File: config.mk
export PLATFORM = sky130hd
export DESIGN_NAME = asm_post_accumulate
export DESIGN_NICKNAME = d
export VERILOG_FILES = /design/src/rtl/asm_pkg.sv /design/src/rtl/asm_alphabet_precompute.sv /design/src/rtl/asm_post_accumulate.sv
export SDC_FILE = /design/constraint.sdc
export NUM_CORES = 1
export LEC_CHECK = 0
export ABC_AREA = 1
export BUFFER_PORTS_ARGS = -buffer_cell sky130_fd_sc_hd__clkbuf_2
export CELL_PAD_IN_SITES_DETAIL_PLACEMENT = 1
export CELL_PAD_IN_SITES_GLOBAL_PLACEMENT = 2
export CORE_UTILIZATION = 31
export DETAILED_ROUTE_END_ITERATION = 10
export GPL_TIMING_DRIVEN = 0
export MAX_ROUTING_LAYER = met4
export PLACE_DENSITY = 0.83
export SETUP_SLACK_MARGIN = 0.2
export SYNTH_ARGS = -nofsm -noshare
export SYNTH_HDL_FRONTEND = slang
export SYNTH_SLANG_ARGS = --single-unit
File: constraint.sdc
create_clock -name clk -period 5.4 [get_ports clk]
set_clock_uncertainty 0.1 [all_clocks]
set_input_delay 1.62 -clock clk [delete_from_list [all_inputs] [get_ports clk]]
set_output_delay 1.62 -clock clk [all_outputs]
set_load 0.005 [all_outputs]
File: src/rtl/asm_pkg.sv
// ---------------------------------------------------------------------------
// asm_pkg
// Shared definitions for the ASM per-nibble code interface:
//   - nibble / code-field geometry
//   - alphabet value of a SEL code
//   - post-accumulate FSM state encoding
//   - bit offset of nibble i inside a packed SEL/SL code vector
// ---------------------------------------------------------------------------
package asm_pkg;

    localparam int NIBBLE_WIDTH      = 4;
    localparam int LOG2_NIBBLE_WIDTH = 2;

    typedef enum logic [1:0] {
        ST_IDLE = 2'd0,
        ST_PRE  = 2'd1,
        ST_ACC  = 2'd2,
        ST_DONE = 2'd3
    } state_t;

    // Odd alphabet {1,3,5,7} selected by a 2-bit code.
    function automatic logic [2:0] alph(input logic [LOG2_NIBBLE_WIDTH-1:0] sel);
        return {sel, 1'b1};
    endfunction

    // LSB position of nibble i's field in a packed code vector.
    function automatic int code_lsb(input int nibble);
        return nibble * LOG2_NIBBLE_WIDTH;
    endfunction

endpackage

File: src/rtl/asm_alphabet_precompute.sv
// ---------------------------------------------------------------------------
// asm_alphabet_precompute
// Registers the four odd multiples of B used by the accumulator.
// Only adds/subtracts of shifted B are used; no multiplier.
// Ports:
//   clk, rst      clock / synchronous active-high reset
//   i_en          load the multiples this cycle
//   i_b           multiplicand B
//   o_m1..o_m7    registered 1B, 3B, 5B, 7B (WIDTH+3 bits)
// ---------------------------------------------------------------------------
module asm_alphabet_precompute #(
    parameter int WIDTH = 32
) (
    input  logic             clk,
    input  logic             rst,
    input  logic             i_en,
    input  logic [WIDTH-1:0] i_b,
    output logic [WIDTH+2:0] o_m1,
    output logic [WIDTH+2:0] o_m3,
    output logic [WIDTH+2:0] o_m5,
    output logic [WIDTH+2:0] o_m7
);

    localparam int MW = WIDTH + 3;

    logic [MW-1:0] w_b;

    assign w_b = MW'(i_b);

    always_ff @(posedge clk) begin
        if (rst) begin
            o_m1 <= '0;
            o_m3 <= '0;
            o_m5 <= '0;
            o_m7 <= '0;
        end else if (i_en) begin
            o_m1 <= w_b;
            o_m3 <= w_b + (w_b << 1);
            o_m5 <= w_b + (w_b << 2);
            // 8B-B cannot underflow and 8B fits in WIDTH+3 bits.
            o_m7 <= (w_b << 3) - w_b;
        end
    end

endmodule

File: src/rtl/asm_post_accumulate.sv
// ---------------------------------------------------------------------------
// asm_post_accumulate
// Rebuilds the approximate product from the per-nibble {SEL,SL} codes of A
// and multiplicand B: P = sum over nibbles of NZ_i * (alph(SEL_i)*B << SL_i) << 4i.
// One nibble is added per cycle after a one-cycle precompute of {1,3,5,7}*B.
// One operation in flight; result offered on a valid/ready handshake.
// Ports:
//   clk, rst              clock / synchronous active-high reset
//   in_valid, in_ready    input handshake (accepted only in IDLE)
//   SL_in, SEL_in         packed 2-bit codes, nibble i at [2i+1:2i]
//   NZ_in                 nibble-nonzero mask
//   B                     unsigned multiplicand
//   out_valid, out_ready  output handshake
//   P                     unsigned product, 2*WIDTH+2 bits
// ---------------------------------------------------------------------------
module asm_post_accumulate
    import asm_pkg::*;
#(
    parameter int WIDTH = 32
) (
    input  logic                                               clk,
    input  logic                                               rst,
    input  logic                                               in_valid,
    output logic                                               in_ready,
    input  logic [LOG2_NIBBLE_WIDTH*(WIDTH/NIBBLE_WIDTH)-1:0]  SL_in,
    input  logic [LOG2_NIBBLE_WIDTH*(WIDTH/NIBBLE_WIDTH)-1:0]  SEL_in,
    input  logic [WIDTH/NIBBLE_WIDTH-1:0]                      NZ_in,
    input  logic [WIDTH-1:0]                                   B,
    output logic                                               out_valid,
    input  logic                                               out_ready,
    output logic [2*WIDTH+1:0]                                 P
);

    localparam int NIBBLES = WIDTH / NIBBLE_WIDTH;
    localparam int PW      = 2 * WIDTH + 2;
    localparam int MW      = WIDTH + 3;
    localparam int CODEW   = LOG2_NIBBLE_WIDTH * NIBBLES;
    localparam int CW      = (NIBBLES > 1) ? $clog2(NIBBLES) : 1;
    localparam int SHW     = $clog2(PW) + 1;

    state_t                       r_state;
    logic [CODEW-1:0]             r_sl;
    logic [CODEW-1:0]             r_sel;
    logic [NIBBLES-1:0]           r_nz;
    logic [WIDTH-1:0]             r_b;
    logic [CW-1:0]                r_cnt;
    logic [PW-1:0]                r_acc;
    logic [PW-1:0]                r_p;
    logic                         r_out_valid;

    logic [MW-1:0]                w_m1, w_m3, w_m5, w_m7;
    logic [LOG2_NIBBLE_WIDTH-1:0] w_sel;
    logic [LOG2_NIBBLE_WIDTH-1:0] w_sl;
    logic                         w_nz;
    logic [MW-1:0]                w_mult;
    logic [SHW-1:0]               w_shamt;
    logic [PW-1:0]                w_term;
    logic                         w_last;

    asm_alphabet_precompute #(
        .WIDTH (WIDTH)
    ) u_precompute (
        .clk  (clk),
        .rst  (rst),
        .i_en (r_state == ST_PRE),
        .i_b  (r_b),
        .o_m1 (w_m1),
        .o_m3 (w_m3),
        .o_m5 (w_m5),
        .o_m7 (w_m7)
    );

    // Term for the nibble selected by the counter.
    always_comb begin
        // NOTE: every output gets a default first so no path can infer a latch.
        w_sel  = '0;
        w_sl   = '0;
        w_nz   = 1'b0;
        w_mult = '0;
        for (int i = 0; i < NIBBLES; i++) begin
            if (r_cnt == CW'(i)) begin
                w_sel = r_sel[code_lsb(i) +: LOG2_NIBBLE_WIDTH];
                w_sl  = r_sl[code_lsb(i) +: LOG2_NIBBLE_WIDTH];
                w_nz  = r_nz[i];
            end
        end
        case (w_sel)
            2'd0:    w_mult = w_m1;
            2'd1:    w_mult = w_m3;
            2'd2:    w_mult = w_m5;
            default: w_mult = w_m7;
        endcase
        w_shamt = SHW'(w_sl) + SHW'(r_cnt) * SHW'(NIBBLE_WIDTH);
        w_term  = w_nz ? (PW'(w_mult) << w_shamt) : '0;
    end

    assign w_last = (r_cnt == CW'(NIBBLES - 1));

    always_ff @(posedge clk) begin
        if (rst) begin
            r_state     <= ST_IDLE;
            r_sl        <= '0;
            r_sel       <= '0;
            r_nz        <= '0;
            r_b         <= '0;
            r_cnt       <= '0;
            r_acc       <= '0;
            r_p         <= '0;
            r_out_valid <= 1'b0;
        end else begin
            // NOTE: non-blocking assignments so every register samples pre-edge values.
            case (r_state)
                ST_IDLE: begin
                    if (in_valid) begin
                        r_sl    <= SL_in;
                        r_sel   <= SEL_in;
                        r_nz    <= NZ_in;
                        r_b     <= B;
                        r_acc   <= '0;
                        r_cnt   <= '0;
                        r_state <= ST_PRE;
                    end
                end
                ST_PRE: begin
                    r_state <= ST_ACC;
                end
                ST_ACC: begin
                    r_acc <= r_acc + w_term;
                    if (w_last) begin
                        // P is only updated here, so it holds through DONE and IDLE.
                        r_p         <= r_acc + w_term;
                        r_out_valid <= 1'b1;
                        r_state     <= ST_DONE;
                    end else begin
                        r_cnt <= r_cnt + 1'b1;
                    end
                end
                ST_DONE: begin
                    if (out_ready) begin
                        r_out_valid <= 1'b0;
                        r_state     <= ST_IDLE;
                    end
                end
                default: r_state <= ST_IDLE;
            endcase
        end
    end

    // Gated by rst so the block never advertises readiness while held in reset.
    assign in_ready  = (r_state == ST_IDLE) && !rst;
    assign out_valid = r_out_valid;
    assign P         = r_p;

endmodule

==> metrics.md, run 1 <==
| Metric | Value |
|---|---|
| Commonest non-fill, non-tap cell in the layout | `nand2_1` |
| GPL Wtd Cong | `0.966` |
| CORE AREA | `0.0804 mm²` |
| Worst-Skew Late Latency | `0.62 ns` |
| Fin crit period | `~5.8 ns` |
| Final TNS setup | `-14.21 ns` |
| Max Slew Vio Count | `0` |
| Endpoints failing setup | `78` |
| Total design power | `23.5 mW` |
| Final Cycle Share | `1.08` |
| Via count | `29.4k` |
| Share of layout cells above drive strength 1 | `0.277` |
| Post-synth top area share | `0.272` |
| Total GRT Usage | `0.298` |
| Post-Syn Area | `0.0251 mm²` |
| Clock Root Buffer | `clkbuf_16` |
| Syn Inst Count | `between 3k and 4k` |
| DRC | `0` |
| Clock transition at path regs | `0.06 ns` |
| Final instance count without filler cells | `~5.4k` |
| Vias per cell | `5.45` |
| H-tree levels | `2` |
| Reg2reg setup slack | `-0.42 ns` |
| Worst Path Arrival | `6.20 ns` |
| DRT Pass-1 Iters | `5` |
| Die area | `0.0822 mm²` |
| Initial antenna violation count | `1` |
| Antenna viol nets, final | `0` |
| I/O pin count | `144` |
| Syn Area/Cell | `6.31 µm²` |
| Hold Path Stages | `2` |
| Cell Area, Placed | `0.0272 mm²` |
| Sequential share of the synthesized area | `0.272` |
| RSZ-0062 raised after global routing | `yes` |
| CTS Sinks | `about 340` |
| Library cells used by synthesis | `54` |
| WHS | `0.370 ns` |
| First-pass GRT wire length | `182000 µm` |
| Number of synthesized flops with an enable pin | `0` |
| Commonest cells after routing, fill and taps aside | `nand2_1 (548), nor2_1 (445), inv_1 (419)` |
| # rows | `104` |
| GR Overflow Total | `0` |
| Synth warn | `0` |
| Top cell by count, worst path | `nand2_1` |
| Synth area leaders | `dfxtp_1 (27%), nand2_1 (10%), nand3_1 (10%)` |
| Crit-path max cell delay | `around 0.42 ns` |
| Critical path startpoint category | `flop` |
| Nature of the critical path endpoint | `flop` |
| Die H | `about 290 µm` |
| Setup ws final | `-0.418 ns` |
| Synth-to-layout area growth | `41.2%` |
| Pre-CTS WS | `-2.73 ns` |
| Post-synthesis sequential element count | `341` |
| Worst Path Required | `5.79 ns` |
| Worst Max-Slew Pin Slew | `about 1.4 ns` |
| Outcome | `finished, violations left` |
| Routed WL per cell | `23.3 µm` |
| Placed insts | `5189` |
| Clock Path Buffers | `3` |
| Hold_sp | `r_sel[13]$_SDFFE_PP0P_` |
| Max frequency | `172 MHz` |
| Post-route cell area | `about 0.036 mm²` |
| Max FO, Critical Path | `5` |
| Worst VDD drop | `0.362 mV` |
| Final wirelength | `126000 µm` |
| TritonCTS clock tree | `done` |
| P per Cell Area | `661 mW/mm²` |
| IO Port Bufs | `143` |
| Top_reg_cell synth | `dfxtp_1` |
| Post-detail-place hpwl | `between 90000 and 100000 µm` |
| Yosys top cell by area | `dfxtp_1` |
| Failing checks | `setup timing` |
| Die Wd | `287 µm` |
| 1st-iter DRT viols | `1746` |
| FF-to-FF path depth | `44` |
| P_leak | `15.5 nW` |
| Reg2Reg Launch Point | `r_cnt[0]$_SDFFE_PP0P_` |
| Largest net degree at the start of global routing | `14` |
| Hold worst-path end | `r_sel[13]$_SDFFE_PP0P_` |
| Hold Vio Cnt, Final | `0` |
| RR Endpoint | `P[56]$_SDFFE_PP0P_` |
| Setup CP Type | `flop to flop` |
| Number of global-route vias before repair | `30.1k` |
| Post-layout util | `0.442` |
| Slew Limit Headroom | `0.0806` |
| Worst hold path type | `flop to flop` |
| Worst path slowest cell | `fa_2` |
| Starting Density | `0.313` |
| Nets | `between 4k and 5k` |
| Ys async rst share | `0` |
| Total CTS buffers | `44` |
| Syn Nets | `between 4k and 5k` |
| Max-cap violations | `0` |
==> cell usage after synthesis, drive strengths merged, types with 4 or more instances <==
master	n
o21bai	8
ha	170
o21a	16
a221oi	6
nor2	511
nand3b	11
or2	41
a31oi	29
o211ai	50
a21boi	10
xnor2	36
nand3	512
o21ai	378
nor4	12
o221ai	5
a21o	12
a211oi	4
buf	57
clkbuf	115
inv	445
dfxtp	341
nand2	687
nand4	24
a21oi	386
xor2	72
nor3	23
==> worst max-delay path by stage <==
stage / start / to / depth (start not counted) / slack (ns)
finish: r_cnt[0]$_SDFFE_PP0P_ / P[56]$_SDFFE_PP0P_ / 44 / -0.42
detailed placement: r_cnt[0]$_SDFFE_PP0P_ / P[37]$_SDFFE_PP0P_ / 40 / -2.73
CTS: r_cnt[0]$_SDFFE_PP0P_ / P[61]$_SDFFE_PP0P_ / 44 / -0.15
global route: r_cnt[0]$_SDFFE_PP0P_ / P[56]$_SDFFE_PP0P_ / 44 / -0.67
floorplan: r_cnt[0]$_SDFFE_PP0P_ / P[52]$_SDFFE_PP0P_ / 39 / 0.22
global placement: r_cnt[0]$_SDFFE_PP0P_ / P[37]$_SDFFE_PP0P_ / 40 / -2.70
==> flip-flops by register name, indices dropped and copies added, names as in the netlist, 8 cells and up <==
name               count
u_precompute.o_m5     34
r_acc                 66
u_precompute.o_m3     32
u_precompute.o_m7     35
u_precompute.o_m1     30
r_b                   32
P                     66
r_nz                   8
r_sl                  16
r_sel                 16
==> layer usage <==
metal	part of all wire	global-route usage	vias up
met4	0.055	0.126	0
met2	0.48	0.499	781
met3	0.043	0.0313	318
met1	0.43	0.363	14322
met5	0	-	-
li1	-	-	14024
==> timing repair <==
item | 4_1_cts | 5_1_grt
gates cloned | 4 | 0
hold buffers | 0 | 0
endpoints found under the setup margin | 131 | 109
setup buffers | 106 | 27
resized for setup | 936 | 285
pin swaps | 201 | 133
==> area by class of cell <==
type | count | area, µm²
Timing Repair Buffer | 280 | 1920
Sequential cell | 341 | 6830
Inverter | 448 | 1720
Clock buffer | 60 | 1260
Tap cell | 1060 | 1330
Antenna cell | 1 | 2.50
Buffer | 171 | 1000
Fill cell | 10039 | 44900
Multi-Input combinational cell | 3025 | 21200
Clock inverter | 21 | 302
==> cell families after synthesis <==
logic type / synth area share
buf+inv: 0.0946
compound gates: 0.199
xor+xnor: 0.0376
fa+ha+maj: 0.0870
simple gates: 0.310
flops: 0.272
==> power by group <==
group          switching, mW  internal, mW  leakage, nW
Sequential             0.556          3.11         2.79
Clock                   1.31          1.93        0.771
Combinational           10.9          5.64         12.0
==> worst max-delay path: cells and delay by family, from the launching register on <==
family                   cells  cell delay (ns)
AO/OA/AOI/OAI                7             0.98
buffers and inverters       11             1.06
flip-flops                   1             0.34
AND/OR/NAND/NOR             23             2.36
adder cells (fa/ha/maj)      3             0.81
Note: power is estimated with default switching activity, not from simulation.
==> run 2, diff against run 1 <==
- ABC_AREA: 1 -> not set
- CORE_UTILIZATION: 31 -> 34
- CTS_CLUSTER_SIZE: not set -> 28
==> run 2 against run 1 <==
Net effect: the flow still finishes with violations (setup timing); critical endpoint is now r_acc[64]$_SDFFE_PP0P_; flip-flop and latch count did not move; first-iteration DRC count fell by 27%; utilization rose by 2.6 points; worst hold slack got worse by 0.019 ns; sequential share of layout area rose by 2.0 points; sequential power fell by 13%; clock-buffer cell count did not move; total power fell by 54%.
==> metrics.md, run 2 <==
| Metric | Value |
|---|---|
| P_leak | `13.2 nW (-15%)` |
| CP bufs+invs | `8 (-3)` |
| Net Sw Frac | `0.393 (-0.152)` |
| Hold Vio Cnt, Final | `0 (unchanged)` |
| Crit-path max cell delay | `0.55 ns (+0.13 ns)` |
| RSZ-0062 raised after global routing | `yes` |
| Final instance count without filler cells | `4336 (-20%)` |
| Cell with the most instances after synthesis | `nand2_1` |
| Clock Root Buffer | `clkbuf_16` |
| Worst Max-Slew Pin Slew | `1.14 ns (-0.237 ns)` |
| Via count | `24.2k (-18%)` |
| Post-route cell area | `0.0321 mm² (-9.5%)` |
| IO Port Bufs | `142 (-0.70%)` |
| Die H | `266 µm (-7.4%)` |
| Max FO, Critical Path | `5 (unchanged)` |
| CTS Sinks | `341 (unchanged)` |
| Sw Pwr | `4.26 mW (-67%)` |
| Fin crit period | `6.78 ns (+0.960 ns)` |
| Share of layout cells above drive strength 1 | `0.265 (-0.0123)` |
| Die Wd | `266 µm (-7.4%)` |
| Synth warn | `0 (unchanged)` |
| Reg power frac | `0.293 (+0.137)` |
| Worst hold path type | `flop to flop` |
| Largest net degree at the start of global routing | `13 (-1)` |
| Die area | `0.0705 mm² (-14%)` |
| P per Cell Area | `337 mW/mm² (-49%)` |
| Commonest cells after routing, fill and taps aside | `nand2_1 (385), dfxtp_1 (339), nor2_1 (295)` |
| Post-synthesis sequential element count | `341 (unchanged)` |
| Post-Syn Area | `0.0236 mm² (-6.0%)` |
| Nature of the critical path endpoint | `flop` |
| Setup ws final | `-1.38 ns (-0.960 ns)` |
| Worst path slowest cell | `mux4_2` |
| H-tree levels | `2 (unchanged)` |
| Vias per cell | `5.59 (+2.6%)` |
| Placed insts | `4058 (-22%)` |
| Antenna viol nets, final | `0 (unchanged)` |
| CORE AREA | `0.0687 mm² (-15%)` |
| Cell Area, Placed | `0.0258 mm² (-4.9%)` |
| 1st-iter DRT viols | `1277 (-27%)` |
| Clk network pwr share | `0.294 (+0.156)` |
| Reg2Reg Launch Point | `r_cnt[1]$_SDFFE_PP0P_` |
| Setup CP Type | `flop to flop` |
| Total GRT Usage | `0.283 (-0.0152)` |
| Syn Inst Count | `2985 (-25%)` |
| Stages on the worst setup path | `32 (-27%)` |
| Reg2reg setup slack | `-1.38 ns (-0.96 ns)` |
| FF-to-FF path depth | `32 (-27%)` |
| Comb power frac | `0.413 (-0.292)` |
| RR Endpoint | `r_acc[64]$_SDFFE_PP0P_` |
| Ys async rst share | `0 (unchanged)` |
| Critical path startpoint category | `flop` |
| Post-detail-place hpwl | `73200 µm (-22%)` |
| Top_reg_cell synth | `dfxtp_1` |
| Worst-Skew Late Latency | `0.59 ns (-0.03 ns)` |
| Critical Path End | `r_acc[64]$_SDFFE_PP0P_` |
| Sequential share of the synthesized area | `0.289 (+0.0174)` |
| First-pass GRT wire length | `151000 µm (-17%)` |
| Max frequency | `148 MHz (-14%)` |
| Syn Area/Cell | `7.92 µm² (+25%)` |
| Number of global-route vias before repair | `25.6k (-15%)` |
| DRT Pass-1 Iters | `5 (unchanged)` |
| Initial antenna violation count | `0 (-1)` |
| Fill count | `8070 (-20%)` |
| Synth-to-layout area growth | `36.0%` |
| Clock transition at path regs | `0.06 ns (about the same)` |
| Clock Path Buffers | `3 (unchanged)` |
| Ant diodes | `0 (-1)` |
| Worst VDD drop | `0.222 mV (-39%)` |
| Nets | `3621 (-21%)` |
| Final wirelength | `102000 µm (-19%)` |
| Max-cap violations | `0 (unchanged)` |
| Final Cycle Share | `1.26 (+0.178)` |
| Number of synthesized flops with an enable pin | `0 (unchanged)` |
| Max Slew Vio Count | `0 (unchanged)` |
| I/O pin count | `144 (unchanged)` |
| Library cells used by synthesis | `90 (+67%)` |
| Yosys top cell by area | `dfxtp_1` |
| Total CTS buffers | `44 (unchanged)` |
| Starting Density | `0.344 (+0.0313)` |
| Outcome | `finished, violations left` |
| Setup crit start | `r_cnt[1]$_SDFFE_PP0P_` |
| Commonest non-fill, non-tap cell in the layout | `nand2_1` |
| Worst Path Required | `5.76 ns (-0.03 ns)` |
| Syn Nets | `3234 (-24%)` |
| DRC | `0 (unchanged)` |
| Failing checks | `setup timing` |
| Worst Path Arrival | `7.14 ns (+0.94 ns)` |
| Synth area leaders | `dfxtp_1 (29%), mux2i_1 (10%), ha_1 (9.0%)` |
| Slew Limit Headroom | `0.238 (+0.158)` |
| TritonCTS clock tree | `done` |
| GPL Wtd Cong | `0.997 (+3.1%)` |
| Routed WL per cell | `23.6 µm (+1.2%)` |
| Crit-path leading delay family | `compound AO/OA/AOI/OAI gates` |
| Endpoints failing setup | `111 (+42%)` |
| Internal | `6.59 mW (-38%)` |
| # rows | `96 (-7.7%)` |
| Post-synth top area share | `0.289 (+0.0174)` |
| Top cells by count, synth | `nand2_1 (404), dfxtp_1 (341), nor2_1 (324)` |
| GR Overflow Total | `0 (unchanged)` |
-- run 2: changes by cell type after synthesis, moves of 32 or more --
cell	before	now
nand3_1	512	38
inv_1	437	90
nand2_1	685	404
o21ai_0	366	88
mux2i_1	0	238
nor2_1	508	324
a21oi_1	383	318
a22oi_1	1	61
a21o_1	12	68
xnor2_1	36	80
mux2_2	0	38
o211ai_1	50	16
a211oi_1	4	36
-- run 2: cell families after synthesis --
family          after synthesis  share of synthesized area
buf+inv                     266                     0.0443
xor+xnor                    143                     0.0530
mux                         278                      0.121
fa+ha+maj                   173                     0.0926
flops                       341                      0.289
compound gates              824                      0.225
simple gates                960                      0.176
-- run 2: how the worst min path moves through the flow --
stage,to,startpoint,cells after the start
2_1_floorplan,r_acc[61]$_SDFFE_PP0P_,r_acc[61]$_SDFFE_PP0P_,2
3_3_place_gp,r_acc[46]$_SDFFE_PP0P_,r_acc[46]$_SDFFE_PP0P_,2
3_5_place_dp,r_acc[64]$_SDFFE_PP0P_,r_acc[64]$_SDFFE_PP0P_,2
4_1_cts,P[19]$_SDFFE_PP0P_,P[19]$_SDFFE_PP0P_,2
5_1_grt,P[57]$_SDFFE_PP0P_,P[57]$_SDFFE_PP0P_,2
6_report,P[57]$_SDFFE_PP0P_,P[57]$_SDFFE_PP0P_,2
-- run 2: power by group through the flow --
| stage | Clock (mW) | Sequential [mW] | Combinational, mW |
|---|---|---|---|
| 2_1_floorplan | 0 | 3.07 | 2.65 |
| 3_3_place_gp | 0 | 3.18 | 3.61 |
| 3_5_place_dp | 0 | 3.20 | 3.75 |
| 4_1_cts | 3.24 | 3.16 | 4.26 |
| 5_1_grt | 3.34 | 3.20 | 4.75 |
| 6_report | 3.19 | 3.18 | 4.48 |
-- run 2: worst reg2reg max path: cells and delay by family (launching register included) --
| kind | cells | cell delay [ns] |
|---|---|---|
| AOI/OAI and AO/OA | 12 | 2.63 |
| xor gates and xnor gates | 1 | 0.16 |
| muxes | 4 | 1.11 |
| buffers and inverters | 8 | 0.96 |
| DFF | 1 | 0.34 |
| adders and majority gates | 2 | 0.44 |
| and+or+nand+nor | 5 | 0.95 |
-- run 2: layout make-up --
type / instances / area (µm²) / share of cell area
Clock buffer: 60 / 1250 / 0.0390
Tap cell: 931 / 1160 / 0.0362
Buffer: 174 / 1080 / 0.0337
Timing Repair Buffer: 341 / 2490 / 0.0776
Multi-Input combinational cell: 2378 / 18700 / 0.581
Inverter: 92 / 369 / 0.0115
Clock inverter: 19 / 287 / 0.00892
Sequential cell: 341 / 6830 / 0.213
-- run 2: timing repair --
item,in CTS,in global routing
setup buffers,137,60
hold buffers,0,0
pin swaps,90,102
setup endpoints to repair,126,119
resized for setup,421,233
cloned,1,1
-- run 2: through the flow --
| stage | TNS [ns] | setup WS [ns] | util | hold WS (ns) | total power, mW |
|---|---|---|---|---|---|
| after global routing | -119.66 | -1.58 | 0.468 | 0.373 | 11.3 |
| after floorplan | -5.54 | -0.555 | - | 0.330 | 5.72 |
| after CTS | -82.14 | -1.36 | 0.445 | 0.354 | 10.7 |
| after global placement | -198.95 | -2.58 | 0.376 | 0.341 | 6.79 |
| final | -100.46 | -1.38 | 0.468 | 0.350 | 10.8 |
| after detailed placement | -206.95 | -2.61 | 0.376 | 0.345 | 6.95 |
-- run 2: layer usage --
layer | wire [µm] | vias up | share of wire | GRT usage
li1 | - | 11429 | - | -
met1 | 41800 | 11979 | 0.41 | 0.321
met2 | 51700 | 577 | 0.51 | 0.508
met3 | 3860 | 240 | 0.038 | 0.0264
met4 | 4860 | 0 | 0.048 | 0.115
met5 | 0 | - | 0 | -
